--- src/rtl/down_counter.sv ---
// Loadable down counter with zero flag and a one-cycle done pulse on the 1 -> 0 step.
// Optional auto-reload is enabled by defining DOWN_COUNTER_RELOAD_EN. With it, an
// enabled step at zero reloads the last loaded value and pulses wrap. Without it, the
// counter holds at zero and wrap is tied low.
module down_counter #(
    parameter int unsigned WIDTH = 3
) (
    input  logic             clock,
    input  logic             reset_n,
    input  logic             load,
    input  logic [WIDTH-1:0] load_value,
    input  logic             enable,
    output logic [WIDTH-1:0] count,
    output logic             zero,
    output logic             done,
    output logic             wrap
);

    logic [WIDTH-1:0] count_q, count_d;
    logic             done_q, done_d;

`ifdef DOWN_COUNTER_RELOAD_EN
    logic [WIDTH-1:0] reload_q, reload_d;
    logic             wrap_q, wrap_d;

    // Next state: load wins, then decrement, then reload at zero; pulses default low.
    always_comb begin
        count_d  = count_q;
        reload_d = reload_q;
        done_d   = 1'b0;
        wrap_d   = 1'b0;
        if (load) begin
            count_d  = load_value;
            reload_d = load_value;
        end else if (enable) begin
            if (count_q != '0) begin
                count_d = count_q - WIDTH'(1);
                done_d  = (count_q == WIDTH'(1));
            end else begin
                count_d = reload_q;
                wrap_d  = 1'b1;
            end
        end
    end

    // State registers, cleared asynchronously.
    always_ff @(posedge clock or negedge reset_n) begin
        if (!reset_n) begin
            count_q  <= '0;
            reload_q <= '0;
            done_q   <= 1'b0;
            wrap_q   <= 1'b0;
        end else begin
            count_q  <= count_d;
            reload_q <= reload_d;
            done_q   <= done_d;
            wrap_q   <= wrap_d;
        end
    end

    assign wrap = wrap_q;
`else
    // Next state: load wins, then decrement; at zero the count simply holds.
    always_comb begin
        count_d = count_q;
        done_d  = 1'b0;
        if (load) begin
            count_d = load_value;
        end else if (enable && (count_q != '0)) begin
            count_d = count_q - WIDTH'(1);
            done_d  = (count_q == WIDTH'(1));
        end
    end

    // State registers, cleared asynchronously.
    always_ff @(posedge clock or negedge reset_n) begin
        if (!reset_n) begin
            count_q <= '0;
            done_q  <= 1'b0;
        end else begin
            count_q <= count_d;
            done_q  <= done_d;
        end
    end

    assign wrap = 1'b0;
`endif

    assign count = count_q;
    assign done  = done_q;
    // Derived from the register so it tracks count through reset too.
    assign zero  = (count_q == '0);

endmodule

--- config.mk ---
export PLATFORM = sky130hd
export DESIGN_NAME = down_counter
export DESIGN_NICKNAME = d
export VERILOG_FILES = /design/src/rtl/down_counter.sv
export SDC_FILE = /design/constraint.sdc
export NUM_CORES = 1
export LEC_CHECK = 0
export BUFFER_PORTS_ARGS = -buffer_cell sky130_fd_sc_hd__clkbuf_2
export CORE_AREA = 2 2 39 41
export DETAILED_ROUTE_END_ITERATION = 8
export DIE_AREA = 0 0 41 43
export GPL_TIMING_DRIVEN = 0
export PLACE_DENSITY = 0.37
export SLEW_MARGIN = 0
export SYNTH_ARGS = -nofsm -noshare
export SYNTH_HDL_FRONTEND = slang
export SYNTH_SLANG_ARGS = --single-unit
--- constraint.sdc ---
create_clock -name clock -period 3.7 [get_ports clock]
set_input_delay 0.555 -clock clock [delete_from_list [all_inputs] [get_ports clock]]
set_output_delay 0.555 -clock clock [all_outputs]
set_load 0.05 [all_outputs]
-- Word level (Yosys, flattened, before mapping)
Cells that the tools add are included.
- bits in registers: 4
- bits of input ports: 7
- output and inout port bits: 6
- logic and storage cells: 12
- add/subtract/negate cells: 1
- equal/unequal tests: 1
- mux-type cells: 4
- reductions and logical operators: 4
- operator list (kind ; count):
    3-bit two-way mux ; 2
    3-bit by 1-bit == test with 1-bit output (second input constant) ; 1
    3-bit zero test ; 1
    3-bit nonzero test ; 1
    3-bit by 1-bit subtractor with 3-bit output (second input constant) ; 1
    1-bit two-way mux ; 2
    2-bit nonzero test ; 1
    1-bit logical AND ; 1

-- Longest topological paths before layout
Gate-level depths: netlist of the first run.
- depth after elaboration: 4
- gate-level depth with buffers: 5
- gate-level depth less buffers: 5

-- Least setup slack after synthesis of the first run
No wires, ideal clock.
- kind: register to register
- start: reg count_q[0] (netlist: count[0])
- end: reg count_q[0] (netlist: count[0])
- setup time: 81 ps
- arrival time: 1958 ps
- required time: 3619 ps
- slack: 1661 ps
- cell stages (with the launch flop): 6
- buffers on the path: 0
- clock period less this slack: 2039 ps
- path through: dfrtp_1 inv_1 ha_1 ha_1 or4b_4 o211ai_2
- longest elaborated chain between the ends: 3
- elaborated cells on any way between the ends: 6
- those cells by class: add/sub: 1; mux: 2; reduce/logical: 3
- RTL lines (element ; line ; text):
    start, declared ; 19 ; logic [WIDTH-1:0] count_q, count_d;
    start signal, assigned ; 81 ; count_q <= count_d;
    3-bit by 1-bit subtractor with 3-bit output or 3-bit nonzero test (tied branches) ; 70, 69 ;
    3-bit two-way mux or 1-bit logical AND (tied branches) ; 69 ; end else if (enable && (count_q != '0)) begin
    3-bit two-way mux or 2-bit nonzero test (tied branches) ; -- ;
Parallel ways exist; a longest one is shown, timed or not. The select of a mux whose other input is x is not followed.
A chain may end at the register's enable or synchronous reset.

-- Worst setup path after layout of the first run
- start: reg count_q[0] (netlist: count[0])
- end: out zero
- longest elaborated chain between the ends: 1
- RTL lines (element ; line ; text):
    3-bit zero test ; 92 ; assign zero = (count_q == '0);
    end, declared ; 14 ; output logic zero,
No other way between the ends.

==> flow_summary.ini, run 1 <==
[routing]
via_count = 232
post_drt_via_cell_ratio = 4.22
drc = 0
drt_pass1_iterations = 3
drtIter0Drc = 1
routed_wl_um = 553
route.detailed.wl_per_inst_um = 10.1
ant_nets = 0

[setup_path]
cp-startpoint = count[0]$_DFFE_PN0P_
critical_path.reg2reg.startpoint = count[0]$_DFFE_PN0P_
cp.arrival_ps = 1390
critPathLaunchType = flip-flop
worst-setup-path-type = flip-flop to output port
worstPathMaxFanout = 5
endpoint = zero
worst_r2r_endpoint = count[2]$_DFFE_PN0P_
ff2ff_path_depth = 5
regToRegSetupSlack_ps = 2040
critical_path.endpoint_type = output port
required_ps = 3140

[timing]
rsz0062_at_grt = false
period_utilization_post_route_pct = 52.5
skew_ps = 1.34
finalHoldWorstSlack_ps = 121
postLayoutSetupSlackWorst_ps = 1760
maxSlewViolCount = 0
finalWorstPathRequiredPeriod_ps = 1940
finalSetupTns_ps = 0
max_freq_mhz = 514
final-hold-violation-count = 0
setup_viol = 0

[die]
core_area_sq_um = 1380
initial_utilization_pct = 19.4
fp-row-count = 14
die_width_um = 41
design.die.area_sq_um = 1760
floorplan.die.height_um = 43
ioPinCount = 13

[clock_network]
clock_tree.htree_level_count = 1
clock_tree.root_cell = clkbuf_4
cts_tree = done
clkLatencyLatePin_ps = 230
clock_path_buffers = 2
clkSlewWorstSetupHoldPaths_ps = 40
cts_setup_buffers = 0
tritoncts.num_buffers = 3
cts_resized = 0
cts_sinks = 4
cts_hold_buf = 0

[power]
pwr_cell_area_nw_per_um2 = 485
worst_ir_drop_vdd_mv = 0.0818
finalPower_uw = 175
power_leakage_uw = 0.000195

[place]
dp_worst_setup_slack_ps = 1990
gpl.final_weighted_congestion = 0.681
dpl-instance-area_sq_um = 339
hpwlAfterDp_um = 467
place.port_buffers = 10

[flow_run]
timing.max_cap.violations = 0

[finish]
area_of_all_placed_cells_without_fillers_sq_um = 362
mostFrequentLayoutCell = clkbuf_2
drive_gt1_share_pct = 43.6
n_antenna_cell = 0
most-common-layout-cells = clkbuf_2, dfrtp_1
syn2layout_area_growth_pct = 34.4
final_net_count = 51

[grt]
number_of_antenna_violations_at_the_first_check_in_global_routing = 0
grtUsageTotal_pct = 8.52
grt_max_degree = 11
grt_pass1_wl_um = 952
grt_overflow_total = 0
first_global_vias = 226

[logic_synthesis]
ys.warnings.count = 0
synth.yosys.seq_area_share_pct = 37.2
mappedNetlistArea_sq_um = 269
synth.ff_latch_count = 4
syn_area_per_cell_sq_um = 10.3
post_synthesis_mux_area_share_pct = 0
synth-xor-area-share_pct = 0
post_synth_and_or_nand_nor_area_fraction_pct = 25.1
syn_inst = 26
synth_compound_gate_area_share_pct = 11.2
synth_top_family_by_area = simple AND/OR/NAND/NOR gates
syn-num-nets = 36
post_synth_fa_ha_maj_area_fraction_pct = 14.0
synthDistinctLibCells = 15

[status]
run_status = finished, final reports clean

[hold_path]
holdCritPathClass = input port to asynchronous set/reset pin
## worst max-delay path, cell delays in order, from the launching register on
cell      delay (ps)
dfrtp_1          420
inv_1             80
ha_1             140
ha_1             220
clkbuf_2         300
## cell type report
class	count	area (sq um)
fillers	160	1020
multi-input cells	17	139
flip-flops and latches	4	100
repair buffers	10	50.0
clock buffers	3	22.5
well taps	16	20.0
plain buffers	2	18.8
inverters	3	11.3
## registers in the layout (all words and copies together), names as in the netlist
name / cells
count: 3
done: 1
## per-stage QoR
| stage | cells | util (%) |
|---|---|---|
| after floorplan | 26 | - |
| after global placement | 52 | 24.5 |
| after detailed placement | 52 | 24.5 |
| after CTS | 55 | 26.1 |
| after global routing | 55 | 26.1 |
| final | 55 | 26.1 |
## routing by layer
metal | global-route usage (%) | routed length (um)
met5 | 0 | 0
met4 | 10.0 | 0
met3 | 2.09 | 47
met2 | 11.6 | 293
met1 | 9.27 | 211
## how the worst min path moves through the flow
stage	start	to	slack, ps	cells after the start
after floorplan	reset_n	count[0]$_DFFE_PN0P_	260	0
after global placement	reset_n	count[2]$_DFFE_PN0P_	360	1
after detailed placement	reset_n	count[1]$_DFFE_PN0P_	370	1
after global routing	reset_n	count[0]$_DFFE_PN0P_	130	1
final	reset_n	count[1]$_DFFE_PN0P_	120	1
after CTS	reset_n	count[1]$_DFFE_PN0P_	110	1
## synthesized netlist by cell type
cell	number	area, sq um
conb_1	1	3.75
nand2_1	3	11.3
nand2b_1	1	6.26
dfrtp_1	4	100
inv_1	3	11.3
o211ai_2	1	12.5
or4b_1	2	20.0
buf_4	1	7.51
nor2b_1	1	6.26
ha_1	3	37.5
buf_6	1	11.3
and3_1	1	6.26
nor2_1	1	3.75
or4b_4	1	13.8
o311ai_1	2	17.5
## logic make-up after synthesis
kind of cell | Yosys count
other cells | 1
flops | 4
fa+ha+maj | 3
compound gates | 3
buf+inv | 5
simple gates | 10
## report_power, final
part	total, uW	switching (uW)	internal [uW]
combinational	67.4	47.5	19.9
sequential	54.5	4.78	49.7
clock	53.4	17.2	36.2
(Power assumes the default switching activity.)
==> run 2, diff against run 1 <==
- clock period: 3.7 -> 1.99 ns (I/O delays scaled with it)
==> flow_summary.ini, run 2 (same netlist as run 1, synthesis figures left out) <==
[clock_network]
cts_tree = done
cts_sinks = 4
clkSlewWorstSetupHoldPaths_ps = 40
clock_tree.htree_level_count = 1
clock_path_buffers = 2
cts_setup_buffers = 0
tritoncts.num_buffers = 3
clkLatencyLatePin_ps = 240
clock_tree.root_cell = clkbuf_4

[setup_path]
worstPathMaxFanout = 5
critPathTopFamily = buffers and inverters
cp-startpoint = count[1]$_DFFE_PN0P_
critPathLaunchType = flip-flop
critPathMaxStageDelay_ps = 390
cp.buffers_inverters = 2
crit_path_cells = inv_1, ha_1, ha_1, clkbuf_2
critical_path.reg2reg.startpoint = count[0]$_DFFE_PN0P_
critical_path.endpoint_type = output port
worst-setup-path-type = flip-flop to output port
crit_top_cell = ha_1
required_ps = 1690
cp.arrival_ps = 1420
slowest_stage_cell_cp = dfrtp_2

[status]
run_status = finished, final reports clean

[timing]
maxSlewViolCount = 0
rsz0062_at_grt = false
setup_viol = 0
skew_ps = 0.815
max_freq_mhz = 581
finalSetupTns_ps = 0
final-hold-violation-count = 0
finalWorstPathRequiredPeriod_ps = 1720
period_utilization_post_route_pct = 86.5

[power]
worst_ir_drop_vdd_mv = 0.149
finalPower_uw = 334
share_clk_of_total_power_pct = 31.5
power_leakage_uw = 0.000197
netSwitchingFraction_pct = 40.3
internal-power_uw = 199
share_comb_of_total_power_pct = 37.9
seq_power_share_pct = 30.6
pwr_cell_area_nw_per_um2 = 893
netSwitchingPower_uw = 135

[die]
initial_utilization_pct = 19.4
core_area_sq_um = 1380
floorplan.die.height_um = 43
ioPinCount = 13
fp-row-count = 14
design.die.area_sq_um = 1760
die_width_um = 41

[grt]
first_global_vias = 227
number_of_antenna_violations_at_the_first_check_in_global_routing = 0
grtUsageTotal_pct = 9.25
grt_overflow_total = 0
grt_max_degree = 11
grt_pass1_wl_um = 979

[routing]
drt_pass1_iterations = 2
post_drt_via_cell_ratio = 4.20
ant_nets = 0
routed_wl_um = 591
route.detailed.wl_per_inst_um = 10.6
via_count = 235
drtIter0Drc = 2
drc = 0

[finish]
drive_gt1_share_pct = 47.5
n_antenna_cell = 0
syn2layout_area_growth_pct = 39.1
fillcell_total = 151
number_of_flip_flops_under_the_largest_register_name = 3
mostFrequentLayoutCell = clkbuf_2
final_net_count = 52
most-common-layout-cells = clkbuf_2, inv_1, nand2_1, ha_1, clkbuf_4

[place]
gpl.final_weighted_congestion = 0.651
hpwlAfterDp_um = 469
place.port_buffers = 10

[hold_path]
min_from = load_value[0]
holdCritPathClass = input port to flip-flop

[flow_run]
timing.max_cap.violations = 0
## run 2: what timing repair did
item                                   4_1_cts  5_1_grt
resized for setup                            0        0
endpoints found under the hold margin        4        0
hold buffers                                 1        0
## run 2: worst paths after layout
check / cells after the start / endpoint / slack [ps]
setup / recovery: 4 / zero / 270
hold / removal: 3 / count[0]$_DFFE_PN0P_ / 260
setup reg to reg: 5 / count[2]$_DFFE_PN0P_ / 390
hold reg to reg: 2 / count[0]$_DFFE_PN0P_ / 620
max in group asynchronous: 2 / count[0]$_DFFE_PN0P_ / 1450
min in group asynchronous: 2 / count[2]$_DFFE_PN0P_ / 400
## run 2: power by group through the flow
| stage | registers [uW] | logic (uW) | clock network, uW |
|---|---|---|---|
| CTS | 103 | 129 | 111 |
| detailed placement | 104 | 127 | 0 |
| finish | 102 | 127 | 105 |
| global route | 104 | 139 | 119 |
| global placement | 103 | 126 | 0 |
| floorplan | 140 | 60.5 | 0 |
## run 2: area by class of cell
type / instances / area [sq um] / area share (%)
Multi-Input combinational cell: 17 / 139 / 37.1
Sequential cell: 4 / 103 / 27.4
Timing Repair Buffer: 11 / 60.1 / 16.1
Clock buffer: 3 / 22.5 / 6.02
Tap cell: 16 / 20.0 / 5.35
Buffer: 2 / 18.8 / 5.02
Inverter: 3 / 11.3 / 3.01
## run 2: layer usage
metal | vias to the layer above | track usage [%] | wire [um]
li1 | 118 | - | -
met1 | 104 | 10.3 | 235
met2 | 9 | 11.3 | 272
met3 | 4 | 3.14 | 49
met4 | 0 | 12.0 | 34
met5 | - | 0 | 0
## run 2: per-stage QoR
stage                     instances  hold WS (ps)  util [%]  setup slack [ps]  cell area [sq um]
final                            56           264      27.0               268                374
after global routing             56           272      27.0               166                374
after CTS                        56           256      27.0               235                374
after detailed placement         52           114      24.7               392                342
after global placement           52           107      24.7               391                342
after floorplan                  26          2.91         -               101                272
## run 2: worst reg2reg max path: cells and delay by family, from the launching register on
| kind | cells | cell delay, ps |
|---|---|---|
| compound gates | 1 | 80 |
| fa+ha+maj | 2 | 460 |
| buf+inv | 1 | 50 |
| flops | 1 | 390 |
| simple gates | 1 | 530 |
